==> src/rtl/tone_pkg.sv <==
// rtl/tone_pkg.sv - shared constants, state enum and pitch helpers for note_tone_gen
// Contents: note range / octave range constants, HALF_W (half-period width),
// tone_state_e {IDLE, PLAY}, note_chz() (note frequency in centi-Hz) and
// base_half() (octave-1 half period in clock cycles, rounded).
package tone_pkg;

    localparam int NOTE_MIN = 1;
    localparam int NOTE_MAX = 13;
    localparam int OCT_MIN  = 1;
    localparam int OCT_MAX  = 5;
    localparam int HALF_W   = 20;

    typedef enum logic {
        IDLE = 1'b0,
        PLAY = 1'b1
    } tone_state_e;

    // C3..C4 chromatic, 130.81 Hz * 2^((n-1)/12), in hundredths of a Hz.
    function automatic longint note_chz(input logic [3:0] n);
        case (n)
            4'd1:    return 13081;
            4'd2:    return 13859;
            4'd3:    return 14683;
            4'd4:    return 15556;
            4'd5:    return 16481;
            4'd6:    return 17461;
            4'd7:    return 18500;
            4'd8:    return 19600;
            4'd9:    return 20765;
            4'd10:   return 22000;
            4'd11:   return 23308;
            4'd12:   return 24694;
            4'd13:   return 26162;
            default: return 0;
        endcase
    endfunction

    // round(clk_hz / (2 * f)) with f in centi-Hz: (clk_hz*100 + fc) / (2*fc).
    function automatic logic [HALF_W-1:0] base_half(input longint clk_hz, input logic [3:0] n);
        longint fc;
        longint q;
        fc = note_chz(n);
        if (fc == 0) begin
            return '0;
        end
        q = (clk_hz * 100 + fc) / (2 * fc);
        return q[HALF_W-1:0];
    endfunction

endpackage

==> src/rtl/tone_period_rom.sv <==
// rtl/tone_period_rom.sv - combinational (note, octave) to half-period map
// Ports: note (4b note code), octave (3b, out-of-range values act as 1),
// half_period (20b cycles per audio half period).
module tone_period_rom
    import tone_pkg::*;
#(
    parameter int CLK_HZ = 100_000_000
) (
    input  logic [3:0]        note,
    input  logic [2:0]        octave,
    output logic [HALF_W-1:0] half_period
);

    // Table built at elaboration; only the shifter is real logic.
    logic [HALF_W-1:0] base_tbl [16];
    logic [2:0]        shift;

    for (genvar i = 0; i < 16; i++) begin : g_tbl
        assign base_tbl[i] = base_half(longint'(CLK_HZ), 4'(i));
    end

    always_comb begin
        shift = 3'd0;
        if (octave >= 3'(OCT_MIN) && octave <= 3'(OCT_MAX)) begin
            shift = octave - 3'(OCT_MIN);
        end
        half_period = base_tbl[note] >> shift;
    end

endmodule

==> src/rtl/note_tone_gen.sv <==
// rtl/note_tone_gen.sv - square-wave note generator with fixed note duration
// Ports: clock, rst (sync, active-low), teclita (note code, 1..13 triggers),
// octava (octave 1..5), audio (registered tone), playing, note_q (latched note).
// Optional macro TONE_DECAY_EN: amplitude decay with PWM gating of audio.
module note_tone_gen
    import tone_pkg::*;
#(
    parameter int CLK_HZ      = 100_000_000,
    parameter int NOTE_CYCLES = 50_000_000,
    parameter int DECAY_DIV   = 196_078
) (
    input  logic       clock,
    input  logic       rst,
    input  logic [3:0] teclita,
    input  logic [2:0] octava,
    output logic       audio,
    output logic       playing,
    output logic [3:0] note_q
);

    localparam int              DUR_W    = $clog2(NOTE_CYCLES + 1);
    localparam logic [DUR_W-1:0] DUR_LAST = DUR_W'(NOTE_CYCLES - 1);

    tone_state_e       state_q, state_d;
    logic [3:0]        note_d;
    logic [HALF_W-1:0] half_q, half_d, rom_half;
    logic [HALF_W-1:0] phase_q, phase_d;
    logic [DUR_W-1:0]  dur_q, dur_d;
    logic              square_q, square_d;
    logic              playing_d, audio_d;
    logic              trigger;

`ifdef TONE_DECAY_EN
    localparam int              DEC_W    = $clog2(DECAY_DIV + 1);
    localparam logic [DEC_W-1:0] DEC_LAST = DEC_W'(DECAY_DIV - 1);

    logic [7:0]       amp_q, amp_d;
    logic [7:0]       pwm_q, pwm_d;
    logic [DEC_W-1:0] dec_q, dec_d;
`endif

    tone_period_rom #(.CLK_HZ(CLK_HZ)) u_rom (
        .note        (teclita),
        .octave      (octava),
        .half_period (rom_half)
    );

    assign trigger = (teclita >= 4'(NOTE_MIN)) && (teclita <= 4'(NOTE_MAX));

    always_comb begin
        state_d  = state_q;
        note_d   = note_q;
        half_d   = half_q;
        phase_d  = phase_q;
        dur_d    = dur_q;
        square_d = square_q;
`ifdef TONE_DECAY_EN
        amp_d    = amp_q;
        dec_d    = dec_q;
        pwm_d    = pwm_q + 8'd1;
`endif
        // A trigger takes priority over expiry, so it is checked first.
        if (trigger) begin
            state_d  = PLAY;
            note_d   = teclita;
            half_d   = rom_half;
            phase_d  = '0;
            dur_d    = '0;
            square_d = 1'b0;
`ifdef TONE_DECAY_EN
            amp_d    = 8'd255;
            dec_d    = '0;
`endif
        end else if (state_q == PLAY) begin
            if (dur_q == DUR_LAST) begin
                state_d  = IDLE;
                note_d   = '0;
                half_d   = '0;
                phase_d  = '0;
                dur_d    = '0;
                square_d = 1'b0;
`ifdef TONE_DECAY_EN
                amp_d    = '0;
                dec_d    = '0;
`endif
            end else begin
                dur_d = dur_q + 1'b1;
                if (phase_q == half_q - 1'b1) begin
                    phase_d  = '0;
                    square_d = ~square_q;
                end else begin
                    phase_d = phase_q + 1'b1;
                end
`ifdef TONE_DECAY_EN
                if (dec_q == DEC_LAST) begin
                    dec_d = '0;
                    if (amp_q != 8'd0) begin
                        amp_d = amp_q - 8'd1;
                    end
                end else begin
                    dec_d = dec_q + 1'b1;
                end
`endif
            end
        end else begin
            note_d   = '0;
            half_d   = '0;
            phase_d  = '0;
            dur_d    = '0;
            square_d = 1'b0;
`ifdef TONE_DECAY_EN
            amp_d    = '0;
            dec_d    = '0;
`endif
        end

        playing_d = (state_d == PLAY);
`ifdef TONE_DECAY_EN
        // Gate with the next-cycle PWM/amplitude so audio lines up with square.
        audio_d = square_d & (pwm_d < amp_d);
`else
        audio_d = square_d;
`endif
    end

    always_ff @(posedge clock) begin
        if (!rst) begin
            state_q  <= IDLE;
            note_q   <= '0;
            half_q   <= '0;
            phase_q  <= '0;
            dur_q    <= '0;
            square_q <= 1'b0;
            playing  <= 1'b0;
            audio    <= 1'b0;
`ifdef TONE_DECAY_EN
            amp_q    <= '0;
            dec_q    <= '0;
            pwm_q    <= '0;
`endif
        end else begin
            state_q  <= state_d;
            note_q   <= note_d;
            half_q   <= half_d;
            phase_q  <= phase_d;
            dur_q    <= dur_d;
            square_q <= square_d;
            playing  <= playing_d;
            audio    <= audio_d;
`ifdef TONE_DECAY_EN
            amp_q    <= amp_d;
            dec_q    <= dec_d;
            pwm_q    <= pwm_d;
`endif
        end
    end

endmodule

==> config.mk <==
export PLATFORM = sky130hd
export DESIGN_NAME = note_tone_gen
export DESIGN_NICKNAME = d
export VERILOG_FILES = /design/src/rtl/tone_pkg.sv /design/src/rtl/tone_period_rom.sv /design/src/rtl/note_tone_gen.sv
export SDC_FILE = /design/constraint.sdc
export NUM_CORES = 1
export LEC_CHECK = 0
export ABC_AREA = 1
export BUFFER_PORTS_ARGS = -buffer_cell sky130_fd_sc_hd__buf_2
export CORE_UTILIZATION = 40
export DETAILED_ROUTE_END_ITERATION = 10
export HOLD_SLACK_MARGIN = 0.03
export PLACE_DENSITY = 0.64
export SLEW_MARGIN = 40
export SYNTH_ARGS = -nofsm -noshare
export SYNTH_HDL_FRONTEND = slang
export SYNTH_SLANG_ARGS = --single-unit
==> constraint.sdc <==
create_clock -name clock -period 2.5 [get_ports clock]
set_clock_uncertainty 0.05 [all_clocks]
set_input_delay 0.5 -clock clock [delete_from_list [all_inputs] [get_ports clock]]
set_output_delay 0.5 -clock clock [all_outputs]
set_load 0.02 [all_outputs]
==> results.json <==
{
  "r2r_setup_slack_ns": 0.29,
  "viasPerCell": 4.81,
  "drive_above_1_share_pct": 13.7,
  "nets": 826,
  "p_leak_nw": 2.35,
  "ys_warn_count": 0,
  "end_kind": "flop",
  "grt_remaining_overflow": 0,
  "cts_setup_buffers": 0,
  "cts_buffer_depth": 2,
  "final_cell_area_mm2": 0.00560,
  "hold_viol_final": 0,
  "min_from": "phase_q[19]",
  "grt_pass1_vias": 4373,
  "hold_path_depth": 2,
  "grt_util_met3_pct": 3.44,
  "multiInputGateArea_mm2": 0.00313,
  "final_core_util_pct": 46.0,
  "vdd_drop_max_mv": 0.438,
  "final_antenna_net_count": 0,
  "startpoint": "half_q[0]",
  "power.density_mw_per_mm2": 591,
  "synth_cells": 788,
  "vias": 4708,
  "place_area_mm2": 0.00530,
  "fp.dieW_um": 115,
  "async_flop_share_pct": 0,
  "diodes": 0,
  "ys.flop_type": "dfxtp_1",
  "start_kind": "flop",
  "gp_congestion": 0.912,
  "worstHoldPathType": "flop to flop",
  "hold_path_end": "phase_q[19]",
  "path_class": "flop to flop",
  "cts_resized": 0,
  "cts_buffers": 9,
  "arrival_ns": 2.38,
  "maxClockFrequency_mhz": 453,
  "drtPass1Iterations": 4,
  "yosys.area.top_type": "dfxtp_1",
  "core_mm2": 0.0122,
  "syn_area_per_cell_um2": 6.43,
  "grt_usage_pct": 19.4,
  "synth_enable_flop_cells": 0,
  "die_h_um": 115,
  "pin_count": 15,
  "setup_viol_count_final": 0,
  "worstPathRequired_ns": 2.67,
  "synth_seq_cells": 71,
  "max-cap-violations": 0,
  "ys_seq_area_share_pct": 28.0,
  "ys_types": 47,
  "max_slew.worst_pin.slew_ns": 0.378,
  "syn-cell-area_mm2": 0.00507,
  "use_met2_pct": 30.9,
  "dp.cells": 962,
  "outcome": "finished clean",
  "drt_iter0_markers": 220,
  "dieArea_mm2": 0.0131,
  "grt_start_max_net_pins": 30,
  "antenna_found_initial": 0,
  "drv_slew": 0,
  "rr_worst_depth": 13,
  "path_max_fanout": 20,
  "numPortBuffers": 14,
  "cts.sinks": 71,
  "drt_wl_total_um": 11600,
  "tritoncts": "done",
  "area_delta_synth_final_pct": 10.4,
  "min_period_ns": 2.21,
  "synth_top_area_share_pct": 28.0,
  "insertion_delay_ns": 0.35,
  "synth.area.top_cells": "dfxtp_1 (28%), nand2_1 (15%), inv_1 (7.3%)",
  "rows": 40,
  "avgRoutedWirePerCell_um": 11.8,
  "fin_setup_tns_ns": 0,
  "drcViolationCount": 0,
  "relSlewSlack_pct": 74.6,
  "final-seq-area_mm2": 0.00142,
  "h-tree-depth": 3,
  "rsz0062_at_grt": "false",
  "fin_crit_sh_pct": 88.2,
  "grt_pass1_wl_um": 20400,
  "stdcell_count": 978,
  "start_util_pct": 41.7,
  "grt_use_met1_pct": 26.6,
  "timing.rr.start": "half_q[0]",
  "dpl.hpwl_um": 9070,
  "fill_cells": 1324,
  "worstReg2RegEnd": "phase_q[8]",
  "root_buffer": "clkbuf_16",
  "synth_fp_nets": 809,
  "clkTransAtPathRegs_ns": 0.07,
  "cts_hold_repair.buffers": 0,
  "grt-busiest-layer": "met2"
}
==> cells in the mapped netlist (all sizes together), types with 2 or more instances <==
master  instances
o211ai          6
nor3           14
or2            11
o31ai           2
nand3          76
dfxtp          71
o21ai          44
o21bai          2
buf            18
nand3b          4
nor3b           2
a21oi          27
a31oi           4
nand4           9
inv           105
o221ai          2
xnor2          18
xor2           17
nor4            4
o22ai           4
nand2         212
nor2          117
ha             12
==> critical path, stage by stage (launching register included) <==
cell     delay, ns
dfxtp_1       0.34
inv_1         0.14
ha_1          0.25
nand2_2       0.12
nor2_4        0.20
nand2_1       0.08
nand2_1       0.07
nand2_1       0.05
nor2_1        0.13
nand3_1       0.10
nor2_2        0.10
nand2_2       0.10
nand2_4       0.27
nor2_1        0.07
==> how the worst max path moves through the flow <==
stage                     slack (ns)  depth (start not counted)          to
after CTS                       0.27                         15  phase_q[6]
after detailed placement        0.17                         12   half_q[3]
after floorplan                 0.45                         12   half_q[6]
after global placement          0.23                         14   half_q[9]
final                           0.29                         13  phase_q[8]
after global routing           0.006                         15  phase_q[5]
==> cell type report <==
class                   count  area share, %
inverters                 105           7.04
clock buffers               9           4.02
clock inverters             7           1.23
well taps                 168           3.76
flip-flops and latches     71           25.4
multi-input cells         594           56.0
repair buffers             24           2.59
==> per-stage QoR <==
stage / hold slack [ns] / power [mW] / setup slack [ns]
6_report: 0.432 / 3.31 / 0.294
5_1_grt: 0.441 / 3.53 / 0.00575
4_1_cts: 0.427 / 3.34 / 0.270
3_5_place_dp: 0.408 / 2.04 / 0.170
3_3_place_gp: 0.416 / 2.04 / 0.234
2_1_floorplan: 0.392 / 1.88 / 0.448
==> cells in the final DEF, fill, tap and decap left out, types with 12 or more instances in the layout <==
cell	synthesis	routed
o21ai_0	34	34
nor2_1	86	86
a21oi_1	22	22
nand2_1	205	205
ha_1	12	12
inv_1	99	99
dfxtp_1	71	71
nor3_1	12	12
xor2_1	17	17
nand3_1	67	67
nor2_2	21	21
xnor2_1	18	18
buf_2	11	14
==> logic make-up after synthesis <==
group	share of synthesized area (%)
buffers and inverters	10.2
and+or+nand+nor	41.9
adders and majority gates	2.96
AOI/OAI and AO/OA	10.8
xor gates and xnor gates	6.05
DFF	28.0
==> where the power goes <==
group	internal, mW	total, mW	switching [mW]
Sequential	1.18	1.23	0.0542
Combinational	0.274	0.794	0.521
Clock	0.707	1.28	0.575
Total	2.16	3.31	1.15
==> state kept, by name (all words and copies together) (netlist names) <==
name      flops
note_q        4
half_q       19
phase_q      20
square_q      1
state_q       1
dur_q        26
==> metal layers <==
layer  wire length (um)  vias to the layer above
li1                   -                     2564
met1               6050                     2064
met2               4990                       68
met3                376                       12
met4                155                        0
met5                  0                        -
No activity file was read; power rests on OpenSTA's default activity.
